`src/rtl/icache_refill_ctrl_if.sv`:
```
// Signal bundle for the icache refill controller: fetch request/response,
// valid-bit directory, tag array, data array and the memory burst-read port.
// The controller connects through the master modport; the surrounding
// arrays, fetch unit and memory use the slave modport.
interface icache_refill_ctrl_if;

   // fetch request / response
   logic        req_valid;
   logic [31:0] req_addr;
   logic        req_ready;
   logic        rsp_valid;
   logic [31:0] rsp_data;

   // valid-bit directory (combinational read, write on clock edge)
   logic [7:0]  dir_addr;
   logic        dir_en;
   logic        dir_din;
   logic        dir_dout;

   // tag array, read port indexed by dir_addr
   logic [18:0] tag_rdata;
   logic        tag_we;
   logic [18:0] tag_wdata;

   // data array, addressed as {index, word}
   logic [10:0] data_addr;
   logic [31:0] data_rdata;
   logic        data_we;
   logic [31:0] data_wdata;

   // memory burst read
   logic        rd_req;
   logic [31:0] rd_addr;
   logic        rd_rdy;
   logic        ret_valid;
   logic        ret_last;
   logic [31:0] ret_data;

   modport master (
      input  req_valid, req_addr,
      output req_ready, rsp_valid, rsp_data,
      output dir_addr, dir_en, dir_din,
      input  dir_dout,
      input  tag_rdata,
      output tag_we, tag_wdata,
      output data_addr, data_we, data_wdata,
      input  data_rdata,
      output rd_req, rd_addr,
      input  rd_rdy, ret_valid, ret_last, ret_data
   );

   modport slave (
      output req_valid, req_addr,
      input  req_ready, rsp_valid, rsp_data,
      input  dir_addr, dir_en, dir_din,
      output dir_dout,
      output tag_rdata,
      input  tag_we, tag_wdata,
      input  data_addr, data_we, data_wdata,
      output data_rdata,
      input  rd_req, rd_addr,
      output rd_rdy, ret_valid, ret_last, ret_data
   );

endinterface

```
`src/rtl/icache_refill_ctrl.sv`:
```
// Instruction-cache refill controller.
// Serves one fetch at a time: looks the latched address up in the external
// valid-bit directory and tag array, returns the word from the data array on
// a hit, and on a miss issues a burst read, writes every returned beat into
// the data array and validates the line on the last beat.
// Build option: define ICACHE_INV_EN to add the inv_req/inv_done ports and a
// state that clears all 256 directory entries, one per cycle.
module icache_refill_ctrl #(
   parameter int LINE_WORDS = 8
) (
   input  logic                 clk,
   input  logic                 resetn,
`ifdef ICACHE_INV_EN
   input  logic                 inv_req,
   output logic                 inv_done,
`endif
   icache_refill_ctrl_if.master bus
);

   // address layout: tag | index | word offset | byte offset
   localparam int OFF_W = $clog2(LINE_WORDS);
   localparam int IDX_W = 8;
   localparam int TAG_W = 32 - IDX_W - OFF_W - 2;

   typedef enum logic [2:0] {
      IDLE,
      LOOKUP,
      MISS,
      REFILL,
      RESP
`ifdef ICACHE_INV_EN
      , INV
`endif
   } state_t;

   state_t           state_q;
   state_t           state_d;
   logic [31:0]      addr_q;    // address of the fetch being served
   logic [OFF_W-1:0] cnt_q;     // beat counter inside the refill burst
   logic [31:0]      word_q;    // word returned on the response

   logic [TAG_W-1:0] tag_q;
   logic [IDX_W-1:0] idx_q;
   logic [OFF_W-1:0] off_q;

   assign tag_q = addr_q[31 -: TAG_W];
   assign idx_q = addr_q[2 + OFF_W +: IDX_W];
   assign off_q = addr_q[2 +: OFF_W];

   // byte-offset bits are latched with the address but never looked at
   logic unused_addr_bits;
   assign unused_addr_bits = ^addr_q[1:0];

   logic hit;
   logic beat;
   logic beat_last;
   logic inv_start;
   logic accept;

   assign hit       = bus.dir_dout && (bus.tag_rdata == tag_q);
   assign beat      = (state_q == REFILL) && bus.ret_valid;
   assign beat_last = beat && bus.ret_last;

`ifdef ICACHE_INV_EN
   logic [IDX_W-1:0] inv_cnt_q;
   logic             inv_last;
   logic             inv_done_c;

   // an invalidate request wins over a fetch presented in the same cycle
   assign inv_start = (state_q == IDLE) && inv_req;
   assign inv_last  = (inv_cnt_q == '1);
   assign inv_done  = inv_done_c;
`else
   assign inv_start = 1'b0;
`endif

   assign accept = (state_q == IDLE) && bus.req_valid && !inv_start;

   // combinational strobes and addresses driven onto the bus
   logic             req_ready_c;
   logic             rsp_valid_c;
   logic             rd_req_c;
   logic             data_we_c;
   logic             dir_en_c;
   logic             dir_din_c;
   logic             tag_we_c;
   logic [IDX_W-1:0] dir_addr_c;
   logic [10:0]      data_addr_c;

   assign bus.req_ready  = req_ready_c;
   assign bus.rsp_valid  = rsp_valid_c;
   assign bus.rsp_data   = word_q;
   assign bus.rd_req     = rd_req_c;
   assign bus.rd_addr    = {tag_q, idx_q, 5'b0};
   assign bus.data_we    = data_we_c;
   assign bus.data_addr  = data_addr_c;
   assign bus.data_wdata = bus.ret_data;
   assign bus.dir_en     = dir_en_c;
   assign bus.dir_din    = dir_din_c;
   assign bus.dir_addr   = dir_addr_c;
   assign bus.tag_we     = tag_we_c;
   assign bus.tag_wdata  = tag_q;

   // state register
   always_ff @(posedge clk or negedge resetn) begin
      // NOTE: sequential state uses non-blocking assignment so every register samples pre-edge values.
      if (!resetn) state_q <= IDLE;
      else         state_q <= state_d;
   end

   // next-state decode and per-state strobes
   always_comb begin
      // NOTE: every signal written here gets a default first, so no path infers a latch.
      state_d     = state_q;
      req_ready_c = 1'b0;
      rsp_valid_c = 1'b0;
      rd_req_c    = 1'b0;
      data_we_c   = 1'b0;
      dir_en_c    = 1'b0;
      dir_din_c   = 1'b0;
      tag_we_c    = 1'b0;
      dir_addr_c  = idx_q;
      data_addr_c = {idx_q, off_q};
`ifdef ICACHE_INV_EN
      inv_done_c  = 1'b0;
`endif

      unique case (state_q)
         IDLE: begin
            req_ready_c = !inv_start;
            if (inv_start) begin
`ifdef ICACHE_INV_EN
               state_d = INV;
`endif
            end else if (bus.req_valid) begin
               state_d = LOOKUP;
            end
         end

         LOOKUP: begin
            state_d = hit ? RESP : MISS;
         end

         MISS: begin
            rd_req_c = 1'b1;
            if (bus.rd_rdy) state_d = REFILL;
         end

         REFILL: begin
            data_addr_c = {idx_q, cnt_q};
            data_we_c   = bus.ret_valid;
            if (beat_last) begin
               // the line becomes valid together with its final beat
               tag_we_c  = 1'b1;
               dir_en_c  = 1'b1;
               dir_din_c = 1'b1;
               state_d   = RESP;
            end
         end

         RESP: begin
            rsp_valid_c = 1'b1;
            state_d     = IDLE;
         end

`ifdef ICACHE_INV_EN
         INV: begin
            dir_addr_c = inv_cnt_q;
            dir_en_c   = 1'b1;
            dir_din_c  = 1'b0;
            inv_done_c = inv_last;
            if (inv_last) state_d = IDLE;
         end
`endif

         default: begin
            state_d = IDLE;
         end
      endcase
   end

   // latch the fetch address when a request is accepted
   always_ff @(posedge clk or negedge resetn) begin
      if (!resetn)     addr_q <= '0;
      else if (accept) addr_q <= bus.req_addr;
   end

   // beat counter: zero outside a refill, advances on each returned beat
   always_ff @(posedge clk or negedge resetn) begin
      if (!resetn)                 cnt_q <= '0;
      else if (state_q != REFILL)  cnt_q <= '0;
      else if (beat_last)          cnt_q <= '0;
      else if (beat)               cnt_q <= cnt_q + 1'b1;
   end

   // response word: array data on a hit, or the beat matching the offset
   always_ff @(posedge clk or negedge resetn) begin
      if (!resetn)                              word_q <= '0;
      else if ((state_q == LOOKUP) && hit)      word_q <= bus.data_rdata;
      else if (beat && (cnt_q == off_q))        word_q <= bus.ret_data;
   end

`ifdef ICACHE_INV_EN
   // directory sweep pointer for the invalidate state
   always_ff @(posedge clk or negedge resetn) begin
      if (!resetn)              inv_cnt_q <= '0;
      else if (state_q == INV)  inv_cnt_q <= inv_cnt_q + 1'b1;
      else                      inv_cnt_q <= '0;
   end
`endif

endmodule

```
`src/flat_wrapper.sv`:
```
// flat-port wrapper written by rule: the top's interface ports become plain ports
module icache_refill_ctrl_flat 
#(
   parameter int LINE_WORDS = 8
)
  (clk, resetn, bus_req_valid, bus_req_addr, bus_req_ready, bus_rsp_valid, bus_rsp_data, bus_dir_addr, bus_dir_en, bus_dir_din, bus_dir_dout, bus_tag_rdata, bus_tag_we, bus_tag_wdata, bus_data_addr, bus_data_we, bus_data_wdata, bus_data_rdata, bus_rd_req, bus_rd_addr, bus_rd_rdy, bus_ret_valid, bus_ret_last, bus_ret_data);
  icache_refill_ctrl_if bus_i ();
  input  logic clk;
  input  logic resetn;
  input wire logic [$bits(bus_i.req_valid)-1:0] bus_req_valid;
  input wire logic [$bits(bus_i.req_addr)-1:0] bus_req_addr;
  output wire logic [$bits(bus_i.req_ready)-1:0] bus_req_ready;
  output wire logic [$bits(bus_i.rsp_valid)-1:0] bus_rsp_valid;
  output wire logic [$bits(bus_i.rsp_data)-1:0] bus_rsp_data;
  output wire logic [$bits(bus_i.dir_addr)-1:0] bus_dir_addr;
  output wire logic [$bits(bus_i.dir_en)-1:0] bus_dir_en;
  output wire logic [$bits(bus_i.dir_din)-1:0] bus_dir_din;
  input wire logic [$bits(bus_i.dir_dout)-1:0] bus_dir_dout;
  input wire logic [$bits(bus_i.tag_rdata)-1:0] bus_tag_rdata;
  output wire logic [$bits(bus_i.tag_we)-1:0] bus_tag_we;
  output wire logic [$bits(bus_i.tag_wdata)-1:0] bus_tag_wdata;
  output wire logic [$bits(bus_i.data_addr)-1:0] bus_data_addr;
  output wire logic [$bits(bus_i.data_we)-1:0] bus_data_we;
  output wire logic [$bits(bus_i.data_wdata)-1:0] bus_data_wdata;
  input wire logic [$bits(bus_i.data_rdata)-1:0] bus_data_rdata;
  output wire logic [$bits(bus_i.rd_req)-1:0] bus_rd_req;
  output wire logic [$bits(bus_i.rd_addr)-1:0] bus_rd_addr;
  input wire logic [$bits(bus_i.rd_rdy)-1:0] bus_rd_rdy;
  input wire logic [$bits(bus_i.ret_valid)-1:0] bus_ret_valid;
  input wire logic [$bits(bus_i.ret_last)-1:0] bus_ret_last;
  input wire logic [$bits(bus_i.ret_data)-1:0] bus_ret_data;
  assign bus_i.req_valid = bus_req_valid;
  assign bus_i.req_addr = bus_req_addr;
  assign bus_req_ready = bus_i.req_ready;
  assign bus_rsp_valid = bus_i.rsp_valid;
  assign bus_rsp_data = bus_i.rsp_data;
  assign bus_dir_addr = bus_i.dir_addr;
  assign bus_dir_en = bus_i.dir_en;
  assign bus_dir_din = bus_i.dir_din;
  assign bus_i.dir_dout = bus_dir_dout;
  assign bus_i.tag_rdata = bus_tag_rdata;
  assign bus_tag_we = bus_i.tag_we;
  assign bus_tag_wdata = bus_i.tag_wdata;
  assign bus_data_addr = bus_i.data_addr;
  assign bus_data_we = bus_i.data_we;
  assign bus_data_wdata = bus_i.data_wdata;
  assign bus_i.data_rdata = bus_data_rdata;
  assign bus_rd_req = bus_i.rd_req;
  assign bus_rd_addr = bus_i.rd_addr;
  assign bus_i.rd_rdy = bus_rd_rdy;
  assign bus_i.ret_valid = bus_ret_valid;
  assign bus_i.ret_last = bus_ret_last;
  assign bus_i.ret_data = bus_ret_data;
  icache_refill_ctrl #(.LINE_WORDS(LINE_WORDS)) u_core (.clk(clk), .resetn(resetn), .bus(bus_i));
endmodule
```
`config.mk`:
```
export PLATFORM = sky130hd
export DESIGN_NAME = icache_refill_ctrl_flat
export DESIGN_NICKNAME = d
export VERILOG_FILES = /design/src/rtl/icache_refill_ctrl_if.sv /design/src/rtl/icache_refill_ctrl.sv /design/src/flat_wrapper.sv
export SDC_FILE = /design/constraint.sdc
export NUM_CORES = 1
export LEC_CHECK = 0
export CAP_MARGIN = 20
export CORE_MARGIN = 1.5
export CORE_UTILIZATION = 34
export CTS_CLUSTER_SIZE = 8
export DETAILED_ROUTE_END_ITERATION = 10
export GPL_TIMING_DRIVEN = 1
export PLACE_DENSITY = 0.77
export SLEW_MARGIN = 25
export SYNTH_ARGS = -nofsm -noshare
export SYNTH_HDL_FRONTEND = slang
export SYNTH_SLANG_ARGS = --single-unit
```
`constraint.sdc`:
```
create_clock -name clk -period 1.9 [get_ports clk]
set_input_delay 0.38 -clock clk [delete_from_list [all_inputs] [get_ports clk]]
set_output_delay 0.38 -clock clk [all_outputs]
set_load 0.02 [all_outputs]
```
==> flow_metrics.py <==
metrics = {
    "synthesis": {
        "synth_xor_area_share_pct": 4.43,
        "syn-instance-count": 341,
        "yosys.area_share.simple_pct": 4.40,
        "synthMuxAreaShare_pct": 30.5,
        "synth_area_sq_um": 4350,
        "yosys_most_used_dff": "dfrtp_1",
        "synth_fa_ha_area_share_pct": 0.288,
        "synth_top_family_by_area": "multiplexers",
        "post_synth_num_cell_types": 30,
        "ys_seq_elements": 68,
        "synth_edf_count": 0,
        "ys_seq_area_share_pct": 39.1,
        "synth_compound_area_share_pct": 0.978,
        "synth_warnings": 0,
        "avgSynthCellArea_sq_um": 12.8,
        "ys_async_sr_fraction_pct": 100,
    },
    "timing": {
        "final-max-slew-violation-count": 0,
        "finalCriticalPeriod_ns": 1.89,
        "finalSetupViolCount": 0,
        "final.setup_skew_ns": 0.00477,
        "whs_ns": -0.00165,
        "finalSetupTns_ns": 0,
        "rsz0062_at_grt": "yes",
        "final-hold-violation-count": 1,
        "fin_crit_sh_pct": 99.4,
        "fmax_mhz": 529,
    },
    "drt": {
        "routed_wl_mm": 11.3,
        "drt-wirelength-per-cell_um": 15.8,
        "drt_iter0_drc": 81,
        "drc": 0,
        "ant_nets": 0,
        "via_per_inst": 4.38,
        "drtPass1Iterations": 4,
        "vias": 3107,
    },
    "floorplanning": {
        "ios": 263,
        "core_area_sq_um": 12600,
        "die_h_um": 116,
        "chipWidth_um": 116,
        "initial_utilization_pct": 34.6,
        "row_count": 41,
        "dieArea_sq_um": 13500,
    },
    "clock_network": {
        "clock_path_buffers": 2,
        "htreeDepth": 3,
        "insertion_delay_ns": 0.34,
        "hold_buffers": 0,
        "clock_sinks": 68,
        "cts_buffers": 9,
        "path_clk_slew_ns": 0.05,
        "root_buffer": "clkbuf_16",
        "cts_tree": "yes",
    },
    "cells_and_area": {
        "seq_area_sq_um": 1700,
        "final_nets": 656,
        "final_cells": 710,
        "fin_area_sq_um": 6930,
        "layout_commonest_cell": "clkdlybuf4s50_1",
        "syn2layout_area_growth_pct": 59.5,
        "fill_cells": 1070,
        "diodes": 0,
        "mostFrequentLayoutCells": "clkdlybuf4s50_1, dfrtp_1, mux2_4",
        "drive_above_1_share_pct": 31.0,
        "multi_input_area_sq_um": 1820,
    },
    "placement": {
        "place_inst": 689,
        "routabilityCongestion": 0.751,
        "dpl.hpwl_mm": 8.65,
        "placed_area_sq_um": 6540,
        "numPortBuffers": 255,
    },
    "setup_path": {
        "cp-end-kind": "flop",
        "cp-start-kind": "primary input",
        "crit_required_ns": 2.12,
        "worstSetupPathType": "in2reg",
        "cp.arrival_ns": 2.11,
        "path_max_fanout": 10,
    },
    "global_route": {
        "grt.total_usage_pct": 16.1,
        "grt_max_degree": 36,
        "overflow": 0,
        "grt_pass1_vias": 3288,
        "grt_pass1_wl_mm": 16.3,
        "antenna_found_initial": 0,
    },
    "outcome": {
        "status": "finished, violations left",
        "violations": "hold timing",
    },
    "run": {
        "cap_violations": 0,
    },
    "min_path": {
        "hold_class": "in2async",
    },
    "pwr": {
        "power.density_nw_per_um2": 1570,
        "vdd_drop_max_mv": 0.992,
        "p_total_mw": 10.9,
        "p_leak_nw": 3.06,
    },
}
==> final cells by class <==
class,instances,share of cell area [%]
inverter,1,0.0541
sequential,68,24.6
timing repair buffer,290,41.7
clock inverter,1,0.433
tap,172,3.10
clock buffer,15,3.86
multi-input combinational,163,26.3
==> where the power goes <==
part / total (mW) / switching, mW / leakage (nW) / internal (mW)
combinational: 6.54 / 2.75 / 2.08 / 3.79
clock: 1.69 / 0.597 / 0.144 / 1.09
sequential: 2.68 / 0.546 / 0.837 / 2.14
total: 10.9 / 3.90 / 3.06 / 7.02
==> worst max-delay path: stages <==
cell	delay (ns)
clkdlybuf4s50_1	0.50
inv_2	0.06
nor2_4	0.11
and4_4	0.31
buf_12	0.17
mux2_4	0.31
mux2_4	0.26
==> path summary, 6_finish.rpt <==
| check | to | cells after the start | from | slack, ns |
|---|---|---|---|---|
| max | u_core.bus.rsp_data[19] | 7 | bus_ret_valid | 0.01 |
| min | u_core.addr_q[12] | 1 | resetn | -0.002 |
| max reg2reg | u_core.bus.rsp_data[19] | 6 | u_core.state_q[2] | 0.05 |
| min reg2reg | u_core.addr_q[9] | 1 | u_core.addr_q[9] | 0.56 |
| max in group asynchronous | u_core.bus.rsp_data[9] | 2 | resetn | 1.35 |
| min in group clk | u_core.addr_q[9] | 1 | u_core.addr_q[9] | 0.56 |
==> synthesized netlist by cell type, types with 3 or more instances <==
| master | n | area share (%) |
|---|---|---|
| buf_4 | 102 | 18 |
| dfrtp_1 | 68 | 39 |
| mux2_4 | 60 | 21 |
| mux2_2 | 37 | 9.6 |
| xnor2_1 | 22 | 4.4 |
| buf_2 | 7 | 0.81 |
| a21oi_1 | 5 | 0.58 |
| nand4_1 | 5 | 0.72 |
| nor2_1 | 5 | 0.43 |
| nor3_1 | 4 | 0.46 |
| buf_12 | 3 | 1.4 |
| nand2_1 | 3 | 0.26 |
| nor3b_1 | 3 | 0.52 |
==> flip-flops by register name (all words and copies together) (netlist names) <==
| name | count |
|---|---|
| u_core.bus.rsp_data | 32 |
| u_core.state_q | 3 |
| u_core.cnt_q | 3 |
| u_core.addr_q | 30 |
==> per-stage QoR <==
step / setup WS (ns) / hold slack [ns] / utilization [%]
6_report: 0.0114 / -0.00165 / 55.2
4_1_cts: -0.0119 / 0.0131 / 54.6
2_1_floorplan: -0.0559 / 0.0844 / -
5_1_grt: -0.0310 / 0.0274 / 55.2
3_3_place_gp: -0.392 / 0.362 / 52.0
3_5_place_dp: -0.436 / 0.378 / 52.0
==> cell families after synthesis <==
group / count (synthesis)
buffers and inverters: 114
flip-flops: 68
AND/OR/NAND/NOR: 30
AO/OA/AOI/OAI: 7
adder cells (fa/ha/maj): 1
multiplexers: 98
other: 1
XOR/XNOR: 22
==> what timing repair did <==
item | 4_1_cts | 5_1_grt
pin swaps | 0 | 0
endpoints found under the hold margin | 0 | 0
resized for setup | 48 | 22
cloned | 1 | 0
setup endpoints to repair | 45 | 44
setup buffers | 2 | 2
==> metal layers <==
layer,wire (um),vias up,track usage (%),part of all wire (%)
met2,5780,167,29.0,51
met5,0,-,0,0
met3,987,15,4.65,8.8
met1,4260,1488,17.2,38
met4,217,0,8.29,1.9
li1,-,1437,-,-
(Power assumes the default switching activity.)
